### src/rtl/mem_arbiter_if.sv
// Bus bundle between the two core-side memory masters, the arbiter and the SRAM port.
interface mem_arbiter_if #(
   parameter int AW = 32,
   parameter int DW = 32
);
   logic            m0_req,   m1_req;
   logic            m0_we,    m1_we;
   logic [DW/8-1:0] m0_wmask, m1_wmask;
   logic [AW-1:0]   m0_addr,  m1_addr;
   logic [DW-1:0]   m0_wdata, m1_wdata;
   logic [DW-1:0]   m0_rdata, m1_rdata;
   logic            m0_ack,   m1_ack;
   logic            m0_err,   m1_err;
   logic            s_sel;
   logic            s_we;
   logic [DW/8-1:0] s_byte_en;
   logic [AW-1:0]   s_addr;
   logic [DW-1:0]   s_din;
   logic [DW-1:0]   s_dout;
   logic            s_ack;

   // Arbiter view: takes master requests and slave responses, drives everything else.
   modport slave (
      input  m0_req, m1_req, m0_we, m1_we, m0_wmask, m1_wmask,
      input  m0_addr, m1_addr, m0_wdata, m1_wdata,
      output m0_rdata, m1_rdata, m0_ack, m1_ack, m0_err, m1_err,
      output s_sel, s_we, s_byte_en, s_addr, s_din,
      input  s_dout, s_ack
   );

   // Environment view: the two core masters together with the SRAM.
   modport master (
      output m0_req, m1_req, m0_we, m1_we, m0_wmask, m1_wmask,
      output m0_addr, m1_addr, m0_wdata, m1_wdata,
      input  m0_rdata, m1_rdata, m0_ack, m1_ack, m0_err, m1_err,
      input  s_sel, s_we, s_byte_en, s_addr, s_din,
      output s_dout, s_ack
   );
endinterface

### src/rtl/mem_arbiter.sv
// Two-master round-robin arbiter in front of a single-ported SRAM. One access
// in flight at a time; a watchdog turns a missing slave ack into an error pulse.
module mem_arbiter #(
   parameter int AW      = 32,
   parameter int DW      = 32,
   parameter int TIMEOUT = 16
) (
   input  logic         clk,
   input  logic         rst,
   mem_arbiter_if.slave bus
);

   localparam int BW = DW / 8;
   localparam int CW = (TIMEOUT > 0) ? $clog2(TIMEOUT + 1) : 1;
   localparam logic [CW-1:0] CNT_LAST = (TIMEOUT > 0) ? CW'(TIMEOUT - 1) : '0;

   typedef enum logic {IDLE, BUSY} state_t;

   state_t        state, state_nx;
   logic          gnt, gnt_nx;
   logic          last_gnt, last_gnt_nx;
   logic [CW-1:0] cnt, cnt_nx;
   logic          win;
   logic          tmo_hit;
   logic          active;
   logic          sel_we;
   logic [BW-1:0] sel_wmask;
   logic [AW-1:0] sel_addr;
   logic [DW-1:0] sel_wdata;

   // Watchdog expires on the last permitted BUSY cycle; a TIMEOUT of 0 disables it.
   assign tmo_hit = (TIMEOUT != 0) && (cnt == CNT_LAST);

   // Outputs are held quiet while rst is high so an abandoned access never acks.
   assign active = (state == BUSY) && !rst;

   // State, grant and wait-counter registers.
   always_ff @(posedge clk) begin
      if (rst) begin
         state    <= IDLE;
         gnt      <= 1'b0;
         last_gnt <= 1'b1;
         cnt      <= '0;
      end else begin
         state    <= state_nx;
         gnt      <= gnt_nx;
         last_gnt <= last_gnt_nx;
         cnt      <= cnt_nx;
      end
   end

   // Next-state: round-robin arbitration in IDLE, completion/timeout exit in BUSY.
   always_comb begin
      state_nx    = state;
      gnt_nx      = gnt;
      last_gnt_nx = last_gnt;
      cnt_nx      = cnt;
      win         = 1'b0;
      case (state)
         IDLE: begin
            if (bus.m0_req && bus.m1_req) win = ~last_gnt;
            else                          win = bus.m1_req;
            if (bus.m0_req || bus.m1_req) begin
               state_nx    = BUSY;
               gnt_nx      = win;
               last_gnt_nx = win;
               cnt_nx      = '0;
            end
         end
         BUSY: begin
            if (bus.s_ack || tmo_hit) state_nx = IDLE;
            else if (cnt != '1)       cnt_nx   = cnt + CW'(1);
         end
         default: state_nx = IDLE;
      endcase
   end

   // Select the granted master's request attributes.
   always_comb begin
      if (gnt) begin
         sel_we    = bus.m1_we;
         sel_wmask = bus.m1_wmask;
         sel_addr  = bus.m1_addr;
         sel_wdata = bus.m1_wdata;
      end else begin
         sel_we    = bus.m0_we;
         sel_wmask = bus.m0_wmask;
         sel_addr  = bus.m0_addr;
         sel_wdata = bus.m0_wdata;
      end
   end

   // Drive the slave port and route completion/error back to the granted master.
   always_comb begin
      bus.s_sel     = 1'b0;
      bus.s_we      = 1'b0;
      bus.s_byte_en = '0;
      bus.s_addr    = '0;
      bus.s_din     = '0;
      bus.m0_ack    = 1'b0;
      bus.m1_ack    = 1'b0;
      bus.m0_err    = 1'b0;
      bus.m1_err    = 1'b0;
      bus.m0_rdata  = '0;
      bus.m1_rdata  = '0;
      if (active) begin
         bus.s_sel     = 1'b1;
         bus.s_we      = sel_we;
         bus.s_byte_en = sel_we ? sel_wmask : '1;
         bus.s_addr    = sel_addr;
         bus.s_din     = sel_wdata;
         if (gnt) begin
            bus.m1_ack   = bus.s_ack;
            bus.m1_err   = !bus.s_ack && tmo_hit;
            bus.m1_rdata = bus.s_ack ? bus.s_dout : '0;
         end else begin
            bus.m0_ack   = bus.s_ack;
            bus.m0_err   = !bus.s_ack && tmo_hit;
            bus.m0_rdata = bus.s_ack ? bus.s_dout : '0;
         end
      end
   end

endmodule

### src/flat_wrapper.sv
// flat-port wrapper written by rule: the top's interface ports become plain ports
module mem_arbiter_flat 
#(
   parameter int AW      = 32,
   parameter int DW      = 32,
   parameter int TIMEOUT = 16
)
  (clk, rst, bus_m0_req, bus_m1_req, bus_m0_we, bus_m1_we, bus_m0_wmask, bus_m1_wmask, bus_m0_addr, bus_m1_addr, bus_m0_wdata, bus_m1_wdata, bus_m0_rdata, bus_m1_rdata, bus_m0_ack, bus_m1_ack, bus_m0_err, bus_m1_err, bus_s_sel, bus_s_we, bus_s_byte_en, bus_s_addr, bus_s_din, bus_s_dout, bus_s_ack);
  mem_arbiter_if #(.AW(AW), .DW(DW)) bus_i ();
  input  logic clk;
  input  logic rst;
  input wire logic [$bits(bus_i.m0_req)-1:0] bus_m0_req;
  input wire logic [$bits(bus_i.m1_req)-1:0] bus_m1_req;
  input wire logic [$bits(bus_i.m0_we)-1:0] bus_m0_we;
  input wire logic [$bits(bus_i.m1_we)-1:0] bus_m1_we;
  input wire logic [$bits(bus_i.m0_wmask)-1:0] bus_m0_wmask;
  input wire logic [$bits(bus_i.m1_wmask)-1:0] bus_m1_wmask;
  input wire logic [$bits(bus_i.m0_addr)-1:0] bus_m0_addr;
  input wire logic [$bits(bus_i.m1_addr)-1:0] bus_m1_addr;
  input wire logic [$bits(bus_i.m0_wdata)-1:0] bus_m0_wdata;
  input wire logic [$bits(bus_i.m1_wdata)-1:0] bus_m1_wdata;
  output wire logic [$bits(bus_i.m0_rdata)-1:0] bus_m0_rdata;
  output wire logic [$bits(bus_i.m1_rdata)-1:0] bus_m1_rdata;
  output wire logic [$bits(bus_i.m0_ack)-1:0] bus_m0_ack;
  output wire logic [$bits(bus_i.m1_ack)-1:0] bus_m1_ack;
  output wire logic [$bits(bus_i.m0_err)-1:0] bus_m0_err;
  output wire logic [$bits(bus_i.m1_err)-1:0] bus_m1_err;
  output wire logic [$bits(bus_i.s_sel)-1:0] bus_s_sel;
  output wire logic [$bits(bus_i.s_we)-1:0] bus_s_we;
  output wire logic [$bits(bus_i.s_byte_en)-1:0] bus_s_byte_en;
  output wire logic [$bits(bus_i.s_addr)-1:0] bus_s_addr;
  output wire logic [$bits(bus_i.s_din)-1:0] bus_s_din;
  input wire logic [$bits(bus_i.s_dout)-1:0] bus_s_dout;
  input wire logic [$bits(bus_i.s_ack)-1:0] bus_s_ack;
  assign bus_i.m0_req = bus_m0_req;
  assign bus_i.m1_req = bus_m1_req;
  assign bus_i.m0_we = bus_m0_we;
  assign bus_i.m1_we = bus_m1_we;
  assign bus_i.m0_wmask = bus_m0_wmask;
  assign bus_i.m1_wmask = bus_m1_wmask;
  assign bus_i.m0_addr = bus_m0_addr;
  assign bus_i.m1_addr = bus_m1_addr;
  assign bus_i.m0_wdata = bus_m0_wdata;
  assign bus_i.m1_wdata = bus_m1_wdata;
  assign bus_m0_rdata = bus_i.m0_rdata;
  assign bus_m1_rdata = bus_i.m1_rdata;
  assign bus_m0_ack = bus_i.m0_ack;
  assign bus_m1_ack = bus_i.m1_ack;
  assign bus_m0_err = bus_i.m0_err;
  assign bus_m1_err = bus_i.m1_err;
  assign bus_s_sel = bus_i.s_sel;
  assign bus_s_we = bus_i.s_we;
  assign bus_s_byte_en = bus_i.s_byte_en;
  assign bus_s_addr = bus_i.s_addr;
  assign bus_s_din = bus_i.s_din;
  assign bus_i.s_dout = bus_s_dout;
  assign bus_i.s_ack = bus_s_ack;
  mem_arbiter #(.AW(AW), .DW(DW), .TIMEOUT(TIMEOUT)) u_core (.clk(clk), .rst(rst), .bus(bus_i));
endmodule
### config.mk
export PLATFORM = sky130hd
export DESIGN_NAME = mem_arbiter_flat
export DESIGN_NICKNAME = d
export VERILOG_FILES = /design/src/rtl/mem_arbiter_if.sv /design/src/rtl/mem_arbiter.sv /design/src/flat_wrapper.sv
export SDC_FILE = /design/constraint.sdc
export NUM_CORES = 1
export LEC_CHECK = 0
export BUFFER_PORTS_ARGS = -buffer_cell sky130_fd_sc_hd__buf_4
export CAP_MARGIN = 20
export CORE_AREA = 2 2 122 124
export DETAILED_ROUTE_END_ITERATION = 7
export DIE_AREA = 0 0 124 126
export GPL_ROUTABILITY_DRIVEN = 0
export GPL_TIMING_DRIVEN = 0
export SYNTH_ARGS = -nofsm -noshare
export SYNTH_HDL_FRONTEND = slang
export SYNTH_SLANG_ARGS = --single-unit
### constraint.sdc
create_clock -name clk -period 1.7 [get_ports clk]
set_input_delay 0.255 -clock clk [delete_from_list [all_inputs] [get_ports clk]]
set_output_delay 0.255 -clock clk [all_outputs]
set_load 0.01 [all_outputs]
======== Word-level counts from Yosys, hierarchy flattened ========
Cells that the tools add are included.
word-level totals
  word-level logic and storage cells ...... 52
  flip-flop bits (word level) ............. 8
  bits of input ports ..................... 175
operators by class
  $add $sub $neg .......................... 1
  eq/ne operators ......................... 5
  reduce and logical (&&, ||, !) cells .... 9
  bitwise logic cells ..................... 2
  multiplexer cells ....................... 31
operators by type and width
  cell                 count
  $mux 32              9
  $mux 5               3
  $mux 1               14
  $mux 4               3
  $pmux 5 s2           1
  $add 5x1->5 const B  1
  $eq 5x4->1 const B   1
  $ne 5x5->1 const B   1
  $ne 2x2->1 const B   2
  $logic_and 1x1->1    3
  $reduce_and 3->1     1
  $logic_not 1->1      2
  $logic_or 1x1->1     2
  $ne 2x1->1 const B   1
  $not 1->1            2
  $pmux 1 s2           1
  $reduce_and 2->1     1

======== Logic depth before layout (Yosys ltp) ========
Gate-level depths: netlist (run 1).
  word-level depth ........................ 4
  mapped depth ............................ 6
  depth with buffers taken out ............ 6

======== Worst setup path after synthesis (run 1) ========
No wires, ideal clock.
  path kind ............................... reg-to-reg
  start ................................... register u_core.cnt[0]
  end ..................................... register u_core.cnt[4]
  required time ........................... 1613 ps
  arrival time ............................ 1842 ps
  slack ................................... -229 ps
  clock period less this slack ............ 1929 ps
  cell stages (with the launch flop) ...... 7
  buffers on the path ..................... 0
  cell sequence ........................... dfxtp_1 > ha_1 > and3_1 > ha_1 > or4b_1 > or4_1 > o31ai_1
between the ends
  word-level cells in the longest chain between the ends .. 4
RTL lines
  what                                                   line                                  source
  start, declared                                        mem_arbiter.sv:22                     logic [CW-1:0] cnt, cnt_nx;
  start signal, assigned                                 mem_arbiter.sv:48                     cnt <= cnt_nx;
  $add 5x1->5 / $eq 5x4->1 (equally long branches)       mem_arbiter.sv:72, mem_arbiter.sv:32
  $mux 5 / $logic_or 1x1->1 (equally long branches)      mem_arbiter.sv:72, mem_arbiter.sv:71
  $mux 5 / $ne 2x2->1 (equally long branches)            n/a
  $pmux 5 s2 / $reduce_and 3->1 (equally long branches)  n/a
Several ways; a longest one is shown, not always the timed one. The select of a mux whose other input is x is not followed.
A chain may end at the register's enable or synchronous reset.

======== Final worst setup path (run 1) ========
Ends and elaborated chain as after synthesis.

==> results of run 1 <==
[layer usage]
layer  up-vias  track usage  part of all wire
met5         -            0                 0
met4         0       0.0238             0.011
met3        12       0.0236              0.10
met2       199        0.273              0.53
met1      1465        0.153              0.35
li1       1621            -                 -
[worst max-delay path by stage]
stage,startpoint,end,slack (ns),depth (start not counted)
3_5_place_dp,rst,bus_m0_rdata[4],-0.47,7
4_1_cts,u_core.cnt[1],u_core.cnt[4],-0.22,6
6_report,u_core.cnt[0],u_core.cnt[4],-0.25,6
2_1_floorplan,u_core.cnt[1],u_core.cnt[4],-0.15,6
3_3_place_gp,rst,bus_m0_rdata[4],-0.46,7
5_1_grt,u_core.cnt[1],u_core.cnt[4],-0.27,6
[cell usage after synthesis (all sizes together), types with 2 or more instances]
master  count  area, sq um
inv         4         15.0
nor2       72          270
dfxtp       8          160
and3        2         12.5
o211ai      2         15.0
nand2       4         15.0
a31oi       2         12.5
buf        14         68.8
or3         2         17.5
nor4b       2         17.5
and2       64          400
o22ai       4         25.0
mux2i      64          641
clkbuf     10         37.5
nor3b       2         20.0
nor3        2         10.0
ha          3         37.5
or4         2         15.0
nand2b      4         25.0
a21oi       2         10.0
[sequential cells by signal, summed over array words and instances, names as in the netlist]
| name | cells |
|---|---|
| u_core.gnt | 1 |
| u_core.state | 1 |
| u_core.cnt | 5 |
| u_core.last_gnt | 1 |
[final cells by class]
| class | count | share of cell area |
|---|---|---|
| flip-flops and latches | 8 | 0.0294 |
| repair buffers | 339 | 0.519 |
| plain buffers | 24 | 0.0506 |
| multi-input cells | 242 | 0.343 |
| inverters | 4 | 0.00312 |
| clock buffers | 3 | 0.0134 |
| well taps | 184 | 0.0410 |
[worst max-delay path: cells and delay by family, from the launching register on]
family / cells / cell delay [ns]
flip-flops: 1 / 0.33
AO/OA/AOI/OAI: 1 / 0.07
adder cells (fa/ha/maj): 2 / 0.31
AND/OR/NAND/NOR: 3 / 1.14
[cells by family (layout without fill, tap and decap cells)]
kind of cell,count (synthesis),count (layout)
adders and majority gates,3,3
AOI/OAI and AO/OA,15,15
DFF,8,8
muxes,64,64
and+or+nand+nor,160,160
buffers and inverters,28,370
[stage by stage]
stage                     instances  utilization  setup slack (ns)  power [mW]
after detailed placement        774        0.314            -0.468        1.10
after global placement          774        0.314            -0.461        1.09
after floorplan                 278            -            -0.150       0.551
after global routing            804        0.392            -0.274        1.81
final                           804        0.392            -0.246        1.72
after CTS                       801        0.381            -0.223        1.68
[where the power goes]
group	leakage, nW	total, mW	switching, mW	internal (mW)
sequential	0.0668	0.204	0.00603	0.198
clock	0.0370	0.414	0.109	0.305
combinational	2.65	1.10	0.427	0.673
[what timing repair did]
action                                  CTS  global route
endpoints found under the setup margin  142           114
hold endpoints to repair                  0             0
setup buffers                            18             2
hold buffers                              0             0
pin swaps                                64            13
gates resized for setup                 204            41
gates cloned                              7             2
==> reports/summary.md, run 1 <==
Final count of pins violating max slew: 0. The XOR/XNOR share of the synthesized area works out to 0. Buffers placed on the I/O ports in this run total 312. From synthesis to final layout, the design area changed by 196%. The final layout contains 800 nets. In this run the count of I/O pins placed on the die edge is 313. The number of H-tree levels is 1. The logs give 15600 sq um for the floorplan die area and 0.138 for the total global-route track usage. The compound-cell area share of the yosys netlist works out to 0.0528. The worst hold path terminates at u_core.gnt. The share of synthesized flip-flops with an asynchronous set or reset is 0. In the final timing run, aggregate negative setup slack is -4.16 ns. The cell repeated most along the worst path is sky130_fd_sc_hd__ha_4. The class of the most critical setup path was reg2reg. The per-cell via count in the routed design was 4.10. Maximum fanout along the worst path: 3.

The sequential cell area in the final layout was 165 sq um. The critical path launch point type was a flip-flop. On the critical path, the stage with the largest delay is an instance of sky130_fd_sc_hd__or4b_4.

The worst path in the final design needs a cycle of 1.95 ns, including I/O delays and setup. STA puts the critical path data arrival time at 2.10 ns. The final setup slack of the worst path was -0.246 ns.

The first global-routing pass estimated 17.0 mm of wire. The tightest min-delay check is of the in2reg type. The tools report the tightest slew margin relative to the limit as 0.519. The run gives 11 as the largest net degree at the start of global routing. The power density relative to cell area was 306 nW/um^2; the max-cap check violation count was 0. Setup repair after global routing could not meet its margin everywhere.

For the via count of the first global-routing pass, the log shows 3215. TritonCTS built the clock tree. The die is 126 um tall. Across the routed clock network, the largest skew measured is 0.00175 ns.

STA classifies the critical path endpoint as a flip-flop. The antenna diode instance count was 0; the path depth of the worst reg2reg path was 6. The required time reported for the critical path endpoint was 1.85 ns; the number of antenna violations at the first check in global routing was 0. The site row count is 44, and the multi-input gate area in the final layout is 1930 sq um. The run gives 278 as the instance count of the mapped netlist. The detail route stage leaves a number of antenna-violating nets equal to 0. The startpoint identified for the worst register-to-register timing path is u_core.cnt[0]. For this run, the number of Yosys warnings is 0. The number of flops mapped to enable cells by yosys was 0; the number of instances on the worst hold path was 3. The logs give 72 for the first-iteration detailed-routing DRC count and 69 for the count of endpoints failing setup in the final report. The clock passes through at most 2 buffers. The post-route cell area is 5610 sq um, and the area share of and/or/nand/nor cells after synthesis is 0.441. The number of nets handed over by synthesis was 456. The mean instance size in the synthesized netlist is 6.82 sq um, and the delay of the slowest cell on the worst path is 0.52 ns.

The netlist area before placement is 1900 sq um, and the clock latency reported for the late side of the worst-skew pair is 0.24 ns. In the synthesized netlist the dominant register cell turns out to be sky130_fd_sc_hd__dfxtp_1. The checks that failed: negative setup slack. The clock sink count is 8, and the synthesis-stage register bit count is 8. Dividing the detail-routed wire length by the instance count gives 15.0 um.

HPWL after detailed placement: 9.53 mm. The routed layout has 3297 vias. Leaving out fill and tap cells, the most frequent cells in the layout are sky130_fd_sc_hd__buf_4, sky130_fd_sc_hd__buf_6, sky130_fd_sc_hd__nor2_1. The run gives 14300 sq um as the core region area.

The flow ran to the end, but the final reports show violations. The number of clock buffers added by TritonCTS is 3. Global routing finished with a remaining overflow of 0. Traced cell by cell, the critical path runs through ha_4 -> and3_4 -> ha_4 -> or4b_4 -> or4_4 -> o31ai_1.

Startpoint of the worst hold path: bus_m1_req. Based on the critical path, the design can be clocked at up to 514 MHz. The tools report the post-synthesis sequential area ratio as 0.0844. Fraction of the mapped netlist area in adder cells: 0.0198. The horizontal die dimension came out at 124 um.

After synthesis, the largest family of logic cells by area is simple AND/OR/NAND/NOR gates. The endpoint identified for the worst register-to-register timing path is u_core.cnt[4]. The final layout contains routed wiring with a total length of 12.0 mm. The synthesized netlist contains 33 unique library cells. After clock tree synthesis, the clock-pin slew on the worst setup and hold paths is 0.04 ns.

In this run the cell area measured after placement is 4490 sq um. The effective utilization at floorplan came out at 0.133. Across all hold checks on the routed design, the worst slack comes to 0.300 ns. CTS placed an instance of sky130_fd_sc_hd__clkbuf_16 at the clock tree root. In this run the static leakage power is 2.76 nW. The period utilization is 1.14, and the fraction of layout cells with a size suffix above 1 is 0.739. At the pin with the least slew margin, the transition time is 0.716 ns. Across the VDD grid, the largest voltage drop is 0.000265 V. The leading cell type in the layout, fill and taps excluded was sky130_fd_sc_hd__buf_4.

The count of final hold-check violations is 0. After filler insertion, the fill cell instance count of the layout stands at 1425. For this run, design rule violations remaining after detail routing come to 0.

The setup check on the worst reg-to-reg path leaves a slack of -0.25 ns. The portion of netlist area occupied by mux cells was 0.338; the detailed-routing iteration count for the pre-antenna-repair pass was 6.
No activity file was read; power rests on OpenSTA's default activity.
==> inputs of run 2 (changes only) <==
PLACE_DENSITY_LB_ADDON = 0.05   (was not set)
clock period = 2 ns   (was 1.7 ns; I/O delays follow)
==> run 2 against run 1 <==
  * The run now ends clean
  * Core utilization is 6.5 points lower
  * Register-to-register slack better by 0.28 ns
  * Non-clock buffer count decreased by 24
  * Die area stayed put
  * Sequential share of layout area up 0.53 points
  * Maximum frequency decreased by 1.1%
  * Clock-buffer cell count stayed put
  * Largest power group unchanged
==> reports/summary.md, run 2 (synthesis gave the netlist of run 1 again) <==
The run finished with clean final reports. For this run, design rule violations remaining after detail routing come to 0. The logs give 0 for the final count of pins violating max slew and 1572 for the number of filler instances in the final layout. Traced cell by cell, the critical path runs through ha_4 -> and3_4 -> ha_4 -> or4b_4 -> or4_4 -> o31ai_1.

The switching power as a share of total power came out at 0.317. The power density relative to cell area was 275 nW/um^2; the post-layout minimum cycle time was 1.97 ns. The period utilization was 0.984; the count of endpoints failing setup in the final report was 0. 313 I/O pins were placed. The logs give 3153 for the total via count in the routed design and 0.24 ns for the clock latency reported for the late side of the worst-skew pair.

Register with the most flip-flops: u_core.cnt. The run gives 17.3 mm as the global-route wire length before repair. The count of nets left with antenna violations once routing finished came out at 0.

The post-route cell area is 4680 sq um, and the via count of the first global-routing pass is 3207. Across the VDD grid, the largest voltage drop is 0.000186 V. The area growth from synthesis to layout is 147%. The total global-route track usage is 0.145, and the detailed-routing iteration count for the pre-antenna-repair pass is 4. The critical path launch point type is a flip-flop.

The tools report the tightest slew margin relative to the limit as 0.643. Setup repair after global routing could not meet its margin everywhere. Sequential share of power: 0.134. Entering global routing, the biggest net connects 11 pins.

Post-detailed-route wirelength per cell: 16.0 um. The combined buffer and inverter count along the critical path is 0, and the required time reported for the critical path endpoint is 2.15 ns. The worst-case clock buffer depth is 2. The family with the most delay on the worst path is simple AND/OR/NAND/NOR gates. The fraction of layout cells with a size suffix above 1 is 0.581. The die is 124 um wide. At the pin with the least slew margin, the transition time is 0.536 ns. The max-cap check violation count is 0. Element type at the critical path end: a flip-flop.

Measured along the y axis, the die boundary spans 126 um. In this run, the number of DRC markers left after iteration 0 of detailed routing was 100. Core occupancy in the finished layout: 0.327. The logs give 0 for the number of antenna violations at the first check in global routing and 1 for the number of H-tree levels. Global routing finished with a remaining overflow of 0. The number of hold buffers added after CTS is 0.

The library cell used as clock root buffer is sky130_fd_sc_hd__clkbuf_16. TritonCTS built the clock tree. The post-place instance area was 4470 sq um.

The count of final hold-check violations came out at 0. In the layout the commonest cells are sky130_fd_sc_hd__buf_4, sky130_fd_sc_hd__nor2_1, sky130_fd_sc_hd__mux2i_1, sky130_fd_sc_hd__and2_1, sky130_fd_sc_hd__dfxtp_1. Along the worst path, the maximum fanout reaches 4.

The floorplan die area came out at 15600 sq um. After legalization and detailed placement, the total HPWL measured 10.7 mm. The library cell used most frequently in the layout, excluding fill and tap cells, is sky130_fd_sc_hd__buf_4.

The core region area was 14300 sq um. The clock sink count is 8. The total net switching power is 0.409 mW, and the wire length after detailed routing is 12.5 mm. The highest clock rate is 508 MHz.

The per-cell via count in the routed design was 4.04. The most numerous cell type found on the critical path is sky130_fd_sc_hd__ha_4. By startpoint and endpoint, the worst setup path is classified as reg2reg.

For this run, the slowest stage of the critical path takes 0.51 ns. The antenna diode instance count is 0. For the power share of the clock group, the log shows 0.271. Data arrives at the worst endpoint at 2.11 ns. After the last flow step, the layout net total stands at 776. Number of buffers added by the clock tree synthesis step: 3.

The number of flip-flops in the largest register is 5, and the combinational group share of total power is 0.595. Cell internal power was estimated by the tool at 0.879 mW. For the site row count, the log shows 44. On the critical path, the stage with the largest delay is an instance of sky130_fd_sc_hd__or4b_4. For the final worst clock skew, the log shows 0.00281 ns.

The clock-pin slew of the registers on the worst-case setup and hold paths was 0.04 ns. The count of buffers added on input and output ports is 312. The analysis attributes to cell leakage a power of 2.39 nW. The effective utilization at floorplan is 0.133. In this run the worst hold path is classified as in2reg.
[run 2: cell types whose count changed in the layout (fill, tap and decap cells not counted), moves of 3 or more]
| cell | before | now |
|---|---|---|
| sky130_fd_sc_hd__buf_6 | 76 | 4 |
| sky130_fd_sc_hd__and2_1 | 2 | 64 |
| sky130_fd_sc_hd__and2_4 | 62 | 0 |
| sky130_fd_sc_hd__buf_4 | 262 | 317 |
| sky130_fd_sc_hd__buf_8 | 11 | 0 |
| sky130_fd_sc_hd__mux2i_1 | 58 | 64 |
| sky130_fd_sc_hd__buf_12 | 5 | 0 |
| sky130_fd_sc_hd__mux2i_2 | 5 | 0 |
| sky130_fd_sc_hd__buf_2 | 1 | 5 |
| sky130_fd_sc_hd__clkbuf_1 | 1 | 5 |
| sky130_fd_sc_hd__nor2_1 | 68 | 72 |
| sky130_fd_sc_hd__nor2_2 | 4 | 0 |
| sky130_fd_sc_hd__buf_1 | 0 | 3 |
| sky130_fd_sc_hd__clkbuf_4 | 2 | 5 |
[run 2: timing repair]
action | 4_1_cts | 5_1_grt
hold endpoints to repair | 0 | 0
buffers inserted | 3 | 0
setup endpoints to repair | 87 | 49
resized for setup | 22 | 17
pin swaps | 3 | 1
[run 2: final cells by class]
cell class                      instances  area, sq um  share of cell area
Tap cell                              184          230              0.0492
Timing Repair Buffer                  315         2360               0.505
Multi-Input combinational cell        242         1680               0.359
Sequential cell                         8          163              0.0347
Clock buffer                            3         75.1              0.0160
Buffer                                 24          153              0.0326
Inverter                                4         15.0             0.00321
[run 2: power by group through the flow]
stage,sequential [mW],clock [mW],combinational [mW]
after floorplan,0.173,0,0.295
after global placement,0.173,0,0.753
after detailed placement,0.174,0,0.759
after CTS,0.172,0.352,0.772
after global routing,0.174,0.363,0.833
final,0.172,0.349,0.766
[run 2: final timing paths]
check | slack (ns) | startpoint | cells past startpoint | endpoint
hold / removal | 0.35 | bus_m1_req | 3 | u_core.gnt
hold reg to reg | 0.49 | u_core.last_gnt | 1 | u_core.last_gnt
setup / recovery | 0.03 | u_core.cnt[0] | 6 | u_core.cnt[4]
setup reg to reg | 0.03 | u_core.cnt[0] | 6 | u_core.cnt[4]
[run 2: per-layer routing]
metal,share of wire,track usage,up-vias
met5,0,0,-
met4,0.014,0.0291,0
met3,0.11,0.0290,11
met2,0.56,0.307,209
met1,0.32,0.138,1363
li1,-,-,1570
[run 2: per-stage QoR]
step	cells	setup TNS [ns]	power [mW]	hold WS, ns	worst slack [ns]
final	780	0	1.29	0.352	0.0323
after global routing	780	-0.0176	1.37	0.385	-0.0106
after CTS	780	0	1.30	0.357	0.00272
after detailed placement	774	-10.48	0.932	0.485	-0.249
after global placement	774	-8.88	0.927	0.469	-0.209
after floorplan	278	0	0.468	0.460	0.0708
[run 2: worst min-delay path: cells and delay by family]
family | cells | cell delay (ns)
buffers and inverters | 1 | 0.09
AO/OA/AOI/OAI | 1 | 0.08
AND/OR/NAND/NOR | 1 | 0.08
==> inputs of run 3 (changes only) <==
ABC_AREA = 1   (was not set)
CORE_AREA = 2 2 123 125   (was 2 2 122 124)
DIE_AREA = 0 0 125 127   (was 0 0 124 126)
==> run 3 against run 2 <==
  * Clock-buffer cell count stayed put
  * Cell count decreased by 1.5%
  * Clock skew shrank 0.00065 ns
  * Sequential cell count is the same
  * Sequential power grew 3%
  * Combinational power shrank 6.9%
  * Die area increased by 1.6%
  * First-iteration DRC count rose by 15%
  * Hold slack got worse by 0.056 ns
  * Final area is 3.4% lower
  * Register-to-register slack gained 0.30 ns
==> reports/summary.md, run 3 <==
The logs give 0 for the count of buffers added by post-CTS timing repair for setup and 115 for the first-iteration detailed-routing DRC count. Tightest slew margin relative to the limit: 0.845. The switching power as a share of total power was 0.310; the clock-pin slew of the registers on the worst-case setup and hold paths was 0.04 ns. Once detail routing completed, the nets flagged for antenna violations numbered 0. The final count of pins violating max slew is 0, and the count of cell types in the netlist is 21. Per-cell via count in the routed design: 3.99. The cell with the largest stage delay on the worst path is sky130_fd_sc_hd__dfxtp_1. The mapped netlist covers 1840 sq um. The flow ran to the end, and the final reports show no timing, DRC or antenna violations. The die is 125 um wide. The post-synthesis sequential area ratio is 0.0869, and the area growth from synthesis to final layout is 145%.

For the worst flop-to-flop path, the logic depth is 12. For this design the static power due to leakage is 2.55 nW. For this design the ratio of total power to cell area is 271 nW/um^2. Dividing the detail-routed wire length by the instance count gives 15.9 um. After legalization and detailed placement, the total HPWL measured 10.7 mm.

The clock sink count was 8; the count of final hold-check violations was 0. For this run the aggregate overflow at the end of global routing stands at 0. The max-cap check violation count is 0, and the period utilization is 0.971. Most frequent cell after synthesis: sky130_fd_sc_hd__a22o_1. The count of endpoints failing setup in the final report is 0.

STA classifies the critical path endpoint as an output port. For the worst setup path, the data required time is 1.70 ns. Startpoint of the worst hold path: rst. The signal arrival time at the worst endpoint is 1.64 ns. The register with the most flip-flops in the layout has 5 of them.

At the later pin of the worst-skew pair, clock insertion delay measures 0.23 ns. Type of the worst min-delay path: in2reg. The sum of negative setup slack was 0 ns; the combinational group share of total power was 0.582.

The number of H-tree levels is 1, and the number of filler instances in the final layout is 1591. Among all flip-flop cells after synthesis, the most frequent one is sky130_fd_sc_hd__dfxtp_1. The tools report the worst reg2reg path startpoint as u_core.cnt[0]. Based on the critical path, the design can be clocked at up to 515 MHz.

The fraction of layout cells with a size suffix above 1 was 0.652. The register with the most flip-flops was u_core.cnt. The instance count of the mapped netlist was 269. The total area inside the core boundary comes to 14400 sq um.

The capturing point of the worst reg2reg path is u_core.cnt[2]. The class of the most critical setup path was reg2out. Counting every net in the synthesized netlist gives 447. The share of synthesized flip-flops with an asynchronous set or reset is 0, and the total via count in the routed design is 3063. At the pin with the least slew margin, the transition time is 0.232 ns. STA classifies the critical path startpoint as a flip-flop. In this run the power spent charging and discharging nets is 0.380 mW. The die covers 15900 sq um. The critical path ends at bus_s_din[3]. During placement, the flow inserted port buffers numbering 312. Final setup slack of the worst path: 0.0576 ns. Largest net degree at the start of global routing: 11.

TritonCTS built the clock tree. Ranked by total cell area, the synthesized netlist is headed by sky130_fd_sc_hd__a22o_1, sky130_fd_sc_hd__nor2_4, sky130_fd_sc_hd__inv_1, sky130_fd_sc_hd__dfxtp_1, sky130_fd_sc_hd__nor2_1. The cell-internal power is 0.844 mW, and the slack of the worst reg-to-reg path is 0.33 ns.

For the total global-route track usage, the log shows 0.138. Summed over all layers, the routed wires come to 12.2 mm. The area share of the largest cell type after synthesis works out to 0.304.

The tools report the pre-CTS setup slack as 0.158 ns. Power share of the clock group: 0.273. The top cell types in the final layout, fill and taps aside, are sky130_fd_sc_hd__buf_4, sky130_fd_sc_hd__a22o_1, sky130_fd_sc_hd__inv_1.

After the last flow step, the layout net total stands at 764. The count of unresolved DRC violations after routing was 0. The tools report the number of hold buffers added after CTS as 0.

VDD sags by at most 0.000300 V. Leading cell type in the layout, fill and taps excluded: sky130_fd_sc_hd__buf_4. For the finished layout, the period the worst path requires is 1.94 ns. Yosys printed 0 warnings. On the final layout, the worst hold slack is 0.296 ns.

The root buffer cell chosen for the clock tree is sky130_fd_sc_hd__clkbuf_16. After floorplanning, the core was divided into 44 placement rows. The height of the chip is 127 um. Counting instances in the post-synthesis netlist gives the leading cell types as sky130_fd_sc_hd__a22o_1, sky130_fd_sc_hd__inv_1, sky130_fd_sc_hd__nor2_1. Counting flops and latches in the post-synthesis netlist gives 8. The tools report the top-level port count as 313. The signal on the critical path passes through inv_2 -> nor2_8 -> nand2_4 -> inv_4 -> buf_4 -> a22o_1 -> buf_4. Yosys mapped a number of flops with a built-in enable equal to 0. The delay of the slowest cell on the worst path was 0.38 ns; the number of antenna violations at the first check in global routing was 0. Setup repair after global routing could not meet its margin everywhere. The first TritonRoute pass finished after 4 iterations.

Counting the buffers created by CTS gives 3. The first global-routing pass estimated 17.6 mm of wire. Of all nets on the critical path, the largest fanout is 10. Between clock sinks in the finished design, the worst skew comes to 0.00216 ns. The effective utilization at floorplan was 0.128.

The cell repeated most along the worst path was sky130_fd_sc_hd__buf_4. The critical path starts at u_core.state. In this run the deepest clock path goes through 2 buffers.

For the core occupancy in the finished layout, the log shows 0.313. The sequential share of power is 0.144, and the antenna diode instance count is 0. The run gives 2956 as the via count of the first global-routing pass. The dominant cell type by area after synthesis was sky130_fd_sc_hd__a22o_1. In this run the mean area of a mapped cell was 6.85 sq um.
-- run 3: cell count changes after synthesis, moves of 12 or more --
cell,change
sky130_fd_sc_hd__buf_4,+12
sky130_fd_sc_hd__nor2_4,+22
sky130_fd_sc_hd__a22o_1,+64
sky130_fd_sc_hd__mux2i_1,-64
sky130_fd_sc_hd__nand2_1,+24
sky130_fd_sc_hd__nor2_1,-32
sky130_fd_sc_hd__inv_1,+39
sky130_fd_sc_hd__and2_1,-64
-- run 3: power by group through the flow --
stage / combinational, mW / clock [mW] / sequential (mW)
floorplan: 0.273 / 0 / 0.176
global placement: 0.712 / 0 / 0.178
detailed placement: 0.717 / 0 / 0.178
CTS: 0.720 / 0.346 / 0.176
global route: 0.771 / 0.349 / 0.178
finish: 0.713 / 0.335 / 0.177
-- run 3: worst max-delay path: cells and delay by family, from the launching register on --
family	cells	cell delay (ns)
compound gates	1	0.19
simple gates	2	0.27
flops	1	0.38
buf+inv	4	0.56
-- run 3: through the flow --
stage | total power, mW | instances | area, sq um
global route | 1.30 | 768 | 4520
floorplan | 0.449 | 269 | 1840
detailed placement | 0.896 | 765 | 4420
finish | 1.22 | 768 | 4520
CTS | 1.24 | 768 | 4500
global placement | 0.891 | 765 | 4420
-- run 3: worst min path at each step --
stage | endpoint | depth (start not counted)
global route | u_core.state | 2
finish | u_core.state | 2
global placement | u_core.last_gnt | 2
floorplan | u_core.gnt | 1
CTS | u_core.gnt | 2
detailed placement | u_core.last_gnt | 2
-- run 3: logic make-up after synthesis --
family,after synthesis,synth area share
and+or+nand+nor,115,0.364
AOI/OAI and AO/OA,76,0.341
buffers and inverters,67,0.187
DFF,8,0.0869
adders and majority gates,3,0.0204
-- run 3: per-layer routing --
| metal | vias to the layer above | wire, um | track usage |
|---|---|---|---|
| li1 | 1532 | - | - |
| met1 | 1384 | 4280 | 0.148 |
| met2 | 135 | 6880 | 0.277 |
| met3 | 12 | 829 | 0.0331 |
| met4 | 0 | 229 | 0.0242 |
| met5 | - | 0 | 0 |
-- run 3: layout make-up --
class                      count  area [sq um]  share of cell area
clock buffer                   3          75.1              0.0166
tap                          184           230              0.0509
timing repair buffer         312          2340               0.518
inverter                      48           185              0.0410
multi-input combinational    194          1350               0.299
buffer                        19           173              0.0382
sequential                     8           163              0.0360
-- run 3: what timing repair did --
action | CTS | global route
gates resized for setup | 3 | 7
endpoints found under the hold margin | 0 | 0
endpoints found under the setup margin | 6 | 7
